**config.mk**
```make
export PLATFORM = sky130hd
export DESIGN_NAME = exp_sp_arbiter
export DESIGN_NICKNAME = d
export VERILOG_FILES = /design/src/rtl/exp_sp_arbiter.sv
export SDC_FILE = /design/constraint.sdc
export NUM_CORES = 1
export LEC_CHECK = 0
export CORE_UTILIZATION = 35
export CTS_CLUSTER_DIAMETER = 100
export CTS_CLUSTER_SIZE = 25
export DETAILED_ROUTE_END_ITERATION = 8
export PLACE_DENSITY = 0.73
export SETUP_SLACK_MARGIN = 0.2
export SLEW_MARGIN = 40
export SYNTH_ARGS = -nofsm -noshare
export SYNTH_HDL_FRONTEND = slang
export SYNTH_SLANG_ARGS = --single-unit
```
**constraint.sdc**
```tcl
create_clock -name clk -period 2.5 [get_ports clk]
set_clock_uncertainty 0.15 [all_clocks]
set_input_delay 0.5 -clock clk [delete_from_list [all_inputs] [get_ports clk]]
set_output_delay 0.5 -clock clk [all_outputs]
set_load 0.02 [all_outputs]
```
**src/rtl/exp_sp_arbiter.sv**
```systemverilog
// exp_sp_arbiter: round-robin sharing of one single-cycle exp/softplus cell among NUM_REQ requesters.
// Define EXP_SP_ARB_PERF_EN to build the 32-bit issue counter; otherwise perf_issue_cnt is tied to 0.
module exp_sp_arbiter #(
  parameter int NUM_REQ    = 4,
  parameter int DATA_WIDTH = 16
) (
  input  logic                          clk,
  input  logic                          rst_n,
  input  logic                          en,
  input  logic [NUM_REQ-1:0]            req_valid,
  input  logic [NUM_REQ-1:0]            req_mode,
  input  logic [NUM_REQ*DATA_WIDTH-1:0] req_x,
  output logic [NUM_REQ-1:0]            req_ready,
  output logic [NUM_REQ-1:0]            rsp_valid,
  input  logic [NUM_REQ-1:0]            rsp_ready,
  output logic [NUM_REQ*DATA_WIDTH-1:0] rsp_y,
  output logic                          cell_valid_in,
  output logic [DATA_WIDTH-1:0]         cell_x,
  output logic                          cell_mode,
  input  logic                          cell_valid_out,
  input  logic [DATA_WIDTH-1:0]         cell_y,
  output logic                          halted,
  output logic                          err_spurious,
  output logic [31:0]                   perf_issue_cnt
);
  localparam int TW = $clog2(NUM_REQ);
  localparam logic [1:0] S_RUN   = 2'd0;
  localparam logic [1:0] S_DRAIN = 2'd1;
  localparam logic [1:0] S_HALT  = 2'd2;

  logic [1:0]                    r_state;
  logic [TW-1:0]                 r_ptr;
  logic                          r_inflight;
  logic [TW-1:0]                 r_tag;
  logic [NUM_REQ-1:0]            r_rsp_valid;
  logic [NUM_REQ*DATA_WIDTH-1:0] r_rsp_y;
  logic                          r_err;

  logic [NUM_REQ-1:0] w_elig;
  logic [NUM_REQ-1:0] w_gnt;
  logic [TW-1:0]      w_gidx;
  logic               w_found;
  logic [1:0]         w_state_nxt;

  always_comb begin : p_gnt
    logic [TW:0] j;
    w_elig = req_valid & ~r_rsp_valid;
    if (r_inflight) w_elig[r_tag] = 1'b0;
    w_found = 1'b0;
    w_gidx  = '0;
    w_gnt   = '0;
    for (int k = 0; k < NUM_REQ; k++) begin
      j = {1'b0, r_ptr} + (TW+1)'(k);
      j = (j >= (TW+1)'(NUM_REQ)) ? j - (TW+1)'(NUM_REQ) : j;
      if (!w_found && w_elig[j]) begin
        w_found = 1'b1;
        w_gidx  = j[TW-1:0];
      end
    end
    w_found = w_found && r_state == S_RUN && en;
    if (w_found) w_gnt[w_gidx] = 1'b1;
  end

  // DRAIN also exits once nothing is in flight, since a 1-cycle cell may return before DRAIN is entered
  always_comb
    w_state_nxt = (r_state == S_RUN && !en)                                ? (r_inflight ? S_DRAIN : S_HALT) :
                  (r_state == S_DRAIN && (cell_valid_out || !r_inflight))  ? S_HALT :
                  (r_state == S_HALT && en)                                ? S_RUN : r_state;

  assign req_ready     = w_gnt;
  assign cell_valid_in = w_found;
  assign cell_x        = w_found ? req_x[w_gidx*DATA_WIDTH +: DATA_WIDTH] : '0;
  assign cell_mode     = w_found & req_mode[w_gidx];
  assign rsp_valid     = r_rsp_valid;
  assign rsp_y         = r_rsp_y;
  assign halted        = r_state == S_HALT;
  assign err_spurious  = r_err;

  always_ff @(posedge clk or negedge rst_n)
    if (!rst_n) begin
      r_state     <= S_HALT;
      r_ptr       <= '0;
      r_inflight  <= 1'b0;
      r_tag       <= '0;
      r_rsp_valid <= '0;
      r_rsp_y     <= '0;
      r_err       <= 1'b0;
    end else begin
      r_state <= w_state_nxt;
      if (w_found) begin
        r_ptr      <= (w_gidx == TW'(NUM_REQ-1)) ? '0 : w_gidx + 1'b1;
        r_inflight <= 1'b1;
        r_tag      <= w_gidx;
      end else if (cell_valid_out) begin
        r_inflight <= 1'b0;
      end
      if (cell_valid_out && !r_inflight) r_err <= 1'b1;
      for (int i = 0; i < NUM_REQ; i++) begin
        if (r_rsp_valid[i] && rsp_ready[i]) r_rsp_valid[i] <= 1'b0;
        if (cell_valid_out && r_inflight && r_tag == TW'(i)) begin
          r_rsp_valid[i]                         <= 1'b1;
          r_rsp_y[i*DATA_WIDTH +: DATA_WIDTH]    <= cell_y;
        end
      end
    end

`ifdef EXP_SP_ARB_PERF_EN
  logic [31:0] r_perf;
  always_ff @(posedge clk or negedge rst_n)
    if (!rst_n) r_perf <= '0;
    else if (w_found) r_perf <= r_perf + 32'd1;
  assign perf_issue_cnt = r_perf;
`else
  assign perf_issue_cnt = '0;
`endif
endmodule
```
---- Yosys cells after proc, flatten, opt, wreduce, memory -nomap -nowiden ----
Index checks and enable logic that the tools add are counted.
word-level totals
  input port bits ......................... 96
  word-level logic and storage cells ...... 123
  register bits after elaboration ......... 76
  output and inout bits ................... 124
operators by class
  order comparisons ....................... 12
  reduce and logical (&&, ||, !) cells .... 34
  shift-type cells ........................ 1
  bitwise gates (word level) .............. 5
  $add $sub $neg .......................... 8
  multiplexer cells ....................... 44
  equal/unequal tests ..................... 6
operator list
  kind                                                                number
  indexed part select 64 x 7 -> 16 bit                                1
  two-way mux 1 bit                                                   21
  logical AND 1 bit                                                   20
  two-way mux 2 bit                                                   9
  two-way mux 16 bit                                                  1
  < comparator 3 bit (second input constant)                          4
  two-way mux 3 bit                                                   4
  binary-select mux 1 bit (select 2 bit)                              5
  nonzero test 2 bit                                                  5
  greater-or-equal comparator 3 bit (second input constant)           3
  subtractor 3 bit (second input constant)                            3
  AND 4 bit                                                           2
  equality test 2 bit (second input constant)                         4
  two-way mux 4 bit                                                   2
  inverter 4 bit                                                      2
  adder 2 x 2 -> 3 bit (second input constant)                        2
  < comparator 2 x 3 -> 1 bit (second input constant)                 2
  zero test 1 bit                                                     5
  demux 1 bit (select 2 bit)                                          2
  equality test 2 x 1 -> 1 bit (second input constant)                2
  greater-or-equal comparator 2 x 1 -> 1 bit (second input constant)  2
  zero test 2 bit                                                     2
  adder 2 x 1 -> 3 bit (second input constant)                        1
  greater-or-equal comparator 2 x 3 -> 1 bit (second input constant)  1
  5 further kinds                                                     5

---- Logic depth before layout (Yosys ltp) ----
  word-level depth ........................ 24
  depth in mapped cells ................... 10
  mapped depth without buffers ............ 7

---- Least setup slack after synthesis ----
OpenSTA, ideal clock, no wires.
  path type ............................... flip-flop to output port
  from .................................... register r_tag[0]
  to ...................................... output port cell_x[14]
  data required time ...................... 1850 ps
  stages on the path, launching flop included .. 9
  buffers on the path ..................... 2
  setup slack ............................. -300 ps
  data arrival time ....................... 2150 ps
  cells stage by stage .................... dfrtp_1 > buf_2 > or3b_4 > nand3b_4 > o21ai_2 > a311oi_4 > nand2_2 > buf_4 > o22ai_1
on the way
  elaborated cells between the ends (all ways) .. 34
  classes of those cells .................. 2 x order compare; 1 x shift; 20 x mux; 2 x bitwise; 9 x reduce/logical
RTL lines
  what                                                                                                             RTL line  text
  from (decl)                                                                                                      34        logic [TW-1:0] r_tag;
  from (signal assigned)                                                                                           93        r_tag <= w_gidx;
  < comparator 2 x 3 -> 1 bit (implied by the code) or greater-or-equal comparator 2 x 1 -> 1 bit (tied branches)  48        if (r_inflight) w_elig[r_tag] = 1'b0;
  logical AND 1 bit (implied by the code)                                                                          48
  two-way mux 1 bit (implied by the code)                                                                          48
  demux 1 bit (select 2 bit) *                                                                                     48
  inverter 4 bit (no line) *                                                                                       -
  AND 4 bit (no line) *                                                                                            -
  two-way mux 4 bit *                                                                                              48
  binary-select mux 1 bit (select 2 bit)                                                                           55        if (!w_found && w_elig[j]) begin
  [6 not listed]                                                                                                   -
  logical AND 1 bit                                                                                                55
  two-way mux 1 bit                                                                                                55
  zero test 1 bit                                                                                                  55
  logical AND 1 bit                                                                                                55
  two-way mux 2 bit *                                                                                              55
  via w_gidx[1]                                                                                                    41        logic [TW-1:0] w_gidx;
  indexed part select 64 x 7 -> 16 bit *                                                                           72        assign cell_x = w_found ? req_x[w_gidx*DATA_WIDTH +: DATA_WIDTH] : '0;
  two-way mux 16 bit *                                                                                             72
  to (decl)                                                                                                        18        output logic [DATA_WIDTH-1:0] cell_x,
The timed path passes the listed nets; every way through them passes the cells marked *. The select of a mux whose other input is x is not followed.

---- Final worst setup path ----
  from .................................... register r_inflight
  to ...................................... output port cell_x[9]
on the way
  cells in the longest elaborated chain, start to end .. 16
  elaborated cells between the ends (all ways) .. 27
  classes of those cells .................. 1 x shift; 18 x mux; 8 x reduce/logical
ends and longest elaborated chain
  what                                                                             RTL line  text
  from (decl)                                                                      33        logic r_inflight;
  from (signal assigned)                                                           83        r_inflight <= 1'b0;
  from (signal assigned)                                                           92        r_inflight <= 1'b1;
  from (signal assigned)                                                           95        r_inflight <= 1'b0;
  two-way mux 4 bit *                                                              48
  branches (longest 14 deep; another with binary-select mux 1 bit (select 2 bit))  -
  two-way mux 16 bit *                                                             72
Every way passes the cells marked *. The select of a mux whose other input is x is not followed.

==> results_tabular.tex <==
\begin{tabular}{lr}
\hline
Metric & Value \\
\hline
\multicolumn{2}{l}{\textbf{Floorplanning}} \\
\quad Initial Util & 0.360 \\
\quad Site Rows & 38 \\
\quad I/O pin total & 220 \\
\quad Width of the die & 108 um \\
\quad Height of the die & 108 um \\
\quad Total Die Area & $\sim$0.012 mm\^{}2 \\
\quad Placeable Area & 0.0109 mm\^{}2 \\
\multicolumn{2}{l}{\textbf{Placement}} \\
\quad Final weighted congestion of routability-driven global placement & 0.861 \\
\quad Cell Count Post-Placement & 662 \\
\quad Detailed-placement wirelength estimate & 9120 um \\
\quad Count of port buffers added during placement & 187 \\
\multicolumn{2}{l}{\textbf{Worst setup path}} \\
\quad Worst Path Buf+Inv & 4 \\
\quad Cell depth of the worst setup path & 10 \\
\quad Critical path startpoint category & register \\
\quad Worst r2r dst & r\_ptr[0] \\
\quad Endpoint arrival time on the critical path & 2620 ps \\
\quad Reg2Reg Depth & 12 \\
\quad Cells along the critical path & or3b\_4 > nand4b\_1 > o22ai\_2 > a211oi\_4 > buf\_4 > buf\_12 > buf\_4 > mux2i\_2 > o22ai\_2 > buf\_6 \\
\quad Standard cell with the maximum stage delay on the critical path & sky130\_fd\_sc\_hd\_\_or3b\_4 \\
\quad Capturing instance or port of the critical path & cell\_x[9] \\
\quad Data required time of the worst path & 1850 ps \\
\quad Crit-path max FO & 8 \\
\quad Critical path's largest stage delay & 430 ps \\
\quad Worst setup slack for register-to-register paths & -30 ps \\
\quad Delay-heaviest family, CP & buffers and inverters \\
\quad Launching point of the worst reg2reg path & r\_inflight \\
\quad Critical setup path kind & reg -> out \\
\quad Category of the worst setup path capture point & primary output \\
\quad Crit path launch & r\_inflight \\
\multicolumn{2}{l}{\textbf{Timing}} \\
\quad Worst hold margin & between 300 and 400 ps \\
\quad Final worst-path setup slack & -772 ps \\
\quad Max Slew Vio Count & 0 \\
\quad Hold violation total from the final report & 0 \\
\quad Final worst-path cycle share & 1.31 \\
\quad Fmax achieved & 306 MHz \\
\quad Minimum clock period after layout & between 3000 and 4000 ps \\
\quad Setup violators final & 23 \\
\quad Setup repair after global routing missed its margin & yes \\
\multicolumn{2}{l}{\textbf{Clock tree}} \\
\quad Clock tree from TritonCTS & built \\
\quad TritonCTS buffer count & 9 \\
\quad Insertion delay to the later sink of the worst-skew pair & 350 ps \\
\quad Number of sinks handled by clock tree synthesis & 76 \\
\quad Clock Root Buffer & sky130\_fd\_sc\_hd\_\_clkbuf\_8 \\
\quad H-tree depth & 3 \\
\quad Clock transition time at the flip-flop clock pins of the worst setup and hold paths & 90 ps \\
\quad Clock buffer depth & 2 \\
\multicolumn{2}{l}{\textbf{Synthesis}} \\
\quad Prevailing post-synth register cell & sky130\_fd\_sc\_hd\_\_dfrtp\_1 \\
\quad Post-synthesis register bit count & 76 \\
\quad Leading post-synthesis cells by cell area & sky130\_fd\_sc\_hd\_\_dfrtp\_1 48\%, sky130\_fd\_sc\_hd\_\_mux2\_2 19\%, sky130\_fd\_sc\_hd\_\_mux2i\_1 8.7\%, sky130\_fd\_sc\_hd\_\_buf\_4 6.5\%, sky130\_fd\_sc\_hd\_\_o22ai\_1 2.9\% \\
\quad Share of flip-flops with an asynchronous set or reset after synthesis & 1.00 \\
\quad Syn avg cell area & 12.7 um\^{}2 \\
\quad Cell type with the largest total area after synthesis & sky130\_fd\_sc\_hd\_\_dfrtp\_1 \\
\quad Cell variety after synth & 41 \\
\quad Post-synthesis sequential area ratio & 0.485 \\
\quad Number of flops mapped to enable cells by yosys & 0 \\
\quad Mapped Area & 0.00392 mm\^{}2 \\
\quad Total of warnings raised by yosys & 0 \\
\quad Proportion of netlist area held by the largest area contributor & 0.478 \\
\quad Instance count of the mapped netlist & 310 \\
\multicolumn{2}{l}{\textbf{Power and ir drop}} \\
\quad Total power divided by cell area & 1290 mW/mm\^{}2 \\
\quad Overall power & 9.31 mW \\
\quad Maximum vdd ir drop & 0.776 mV \\
\quad Lkg Pwr & 3.09 nW \\
\multicolumn{2}{l}{\textbf{Finish}} \\
\quad Total Nets Final & 658 \\
\quad \# diodes & 0 \\
\quad Layout cells sized above 1 & 0.425 \\
\quad Final cell count without fillers & 703 \\
\quad Filler cells & 787 \\
\quad Synth-to-Final Area Change & 84.4\% \\
\multicolumn{2}{l}{\textbf{Routing}} \\
\quad Initial drt markers & 101 \\
\quad Wire per inst & between 15 and 20 um \\
\quad Routed Wire Length & about 13,000 um \\
\quad Via/cell ratio & between 4 and 5 \\
\quad Vias & 3,390 \\
\quad Number of design rule violations left after detail routing & 0 \\
\quad Antenna viol nets, final & 0 \\
\quad Length of the first detailed-routing pass in iterations & 4 \\
\multicolumn{2}{l}{\textbf{Status}} \\
\quad Outcome & finished, violations left \\
\quad Violated checks & negative setup slack \\
\multicolumn{2}{l}{\textbf{Job}} \\
\quad Max-capacitance violation count & 0 \\
\multicolumn{2}{l}{\textbf{Global routing}} \\
\quad Pin count of the biggest net entering global routing & 45 \\
\quad Leftover overflow at the end of global routing & 0 \\
\quad Vias in the first global route & 3,614 \\
\quad Tot GR Track Use & 0.221 \\
\quad Antenna violations before repair & 0 \\
\quad Global-route wire length before repair & 19,100 um \\
\multicolumn{2}{l}{\textbf{Min path}} \\
\quad Path category of the worst min-delay check & reg -> reg \\
\hline
\end{tabular}
[routing by layer]
layer  track usage  wire [um]  vias up
li1              -          -     1542
met1         0.226       4530     1660
met2         0.403       6700      164
met3        0.0908       1250       24
met4        0.0773        318        0
met5             0          0        -
[sequential cells by signal, summed over array words and instances (netlist names)]
name	cells
rsp_y	64
r_tag	2
r_inflight	1
r_ptr	2
err_spurious	1
rsp_valid	4
r_state	2
[per-stage QoR]
step / setup WS [ps] / util / area, um^2 / setup TNS (ps)
floorplan: -163 / - / 4270 / -3150
global placement: -1100 / 0.584 / 6360 / -23850
detailed placement: -1120 / 0.584 / 6360 / -24120
CTS: -760 / 0.652 / 7100 / -15060
global route: -865 / 0.665 / 7240 / -18070
finish: -772 / 0.665 / 7240 / -15780
[where the power goes]
group	switching, mW	leakage (nW)	total (mW)	internal (mW)
sequential	0.326	0.932	2.14	1.82
clock	0.475	0.105	0.974	0.499
combinational	2.70	2.06	6.19	3.49
[cells by family (layout without fill, tap and decap cells)]
| group | count (synthesis) | after routing | share of synthesized area |
|---|---|---|---|
| fa+ha+maj | 4 | 4 | 0.0128 |
| compound gates | 41 | 41 | 0.0778 |
| flops | 76 | 76 | 0.485 |
| buf+inv | 59 | 281 | 0.102 |
| mux | 99 | 99 | 0.273 |
| simple gates | 30 | 30 | 0.0481 |
| other cells | 1 | 32 | 0.000956 |
[cells in the mapped netlist (3+ instances only)]
library cell and count:
sky130_fd_sc_hd__inv_1 9, sky130_fd_sc_hd__buf_4 34, sky130_fd_sc_hd__nand2b_1 3, sky130_fd_sc_hd__o21ai_0 7, sky130_fd_sc_hd__nand2_1 5, sky130_fd_sc_hd__clkbuf_1 6
sky130_fd_sc_hd__a21o_1 3, sky130_fd_sc_hd__ha_1 4, sky130_fd_sc_hd__o22ai_1 18, sky130_fd_sc_hd__buf_2 4, sky130_fd_sc_hd__nor2b_1 3, sky130_fd_sc_hd__mux2_2 65
sky130_fd_sc_hd__nand3_1 3, sky130_fd_sc_hd__dfrtp_1 75, sky130_fd_sc_hd__and2_1 5, sky130_fd_sc_hd__mux2i_1 34
[what timing repair did]
item / in CTS / in global routing
pin swaps: 8 / 3
endpoints found under the setup margin: 25 / 26
cloned: 4 / 0
hold buffers: 1 / 0
resized for setup: 185 / 15
setup buffers: 16 / 4
endpoints found under the hold margin: 31 / 0
[cells in the final DEF (no fill, tap or decap), types with 10 or more instances in the layout]
cell type	count
sky130_fd_sc_hd__o22ai_2	17
sky130_fd_sc_hd__clkbuf_8	10
sky130_fd_sc_hd__mux2i_1	10
sky130_fd_sc_hd__clkdlybuf4s50_1	161
sky130_fd_sc_hd__mux2i_2	10
sky130_fd_sc_hd__mux2_2	65
sky130_fd_sc_hd__dfrtp_1	75
sky130_fd_sc_hd__conb_1	32
sky130_fd_sc_hd__buf_4	39
sky130_fd_sc_hd__mux2i_4	14
sky130_fd_sc_hd__buf_6	31
sky130_fd_sc_hd__buf_12	15
[final cells by class]
type	count	area, um^2	area share
well taps	140	175	0.0242
inverters	11	48.8	0.00674
flip-flops and latches	76	1900	0.263
repair buffers	254	2700	0.373
clock buffers	10	138	0.0190
clock inverters	6	71.3	0.00985
multi-input cells	206	2200	0.304
[worst min-delay path by stage]
stage	start	end	slack, ps	cells past startpoint
2_1_floorplan	rst_n	err_spurious	50	0
3_3_place_gp	err_spurious	err_spurious	290	1
3_5_place_dp	rst_n	rsp_y[63]	320	1
4_1_cts	err_spurious	err_spurious	340	1
5_1_grt	err_spurious	err_spurious	360	1
6_report	err_spurious	err_spurious	330	1
No activity file was read; power rests on OpenSTA's default activity.
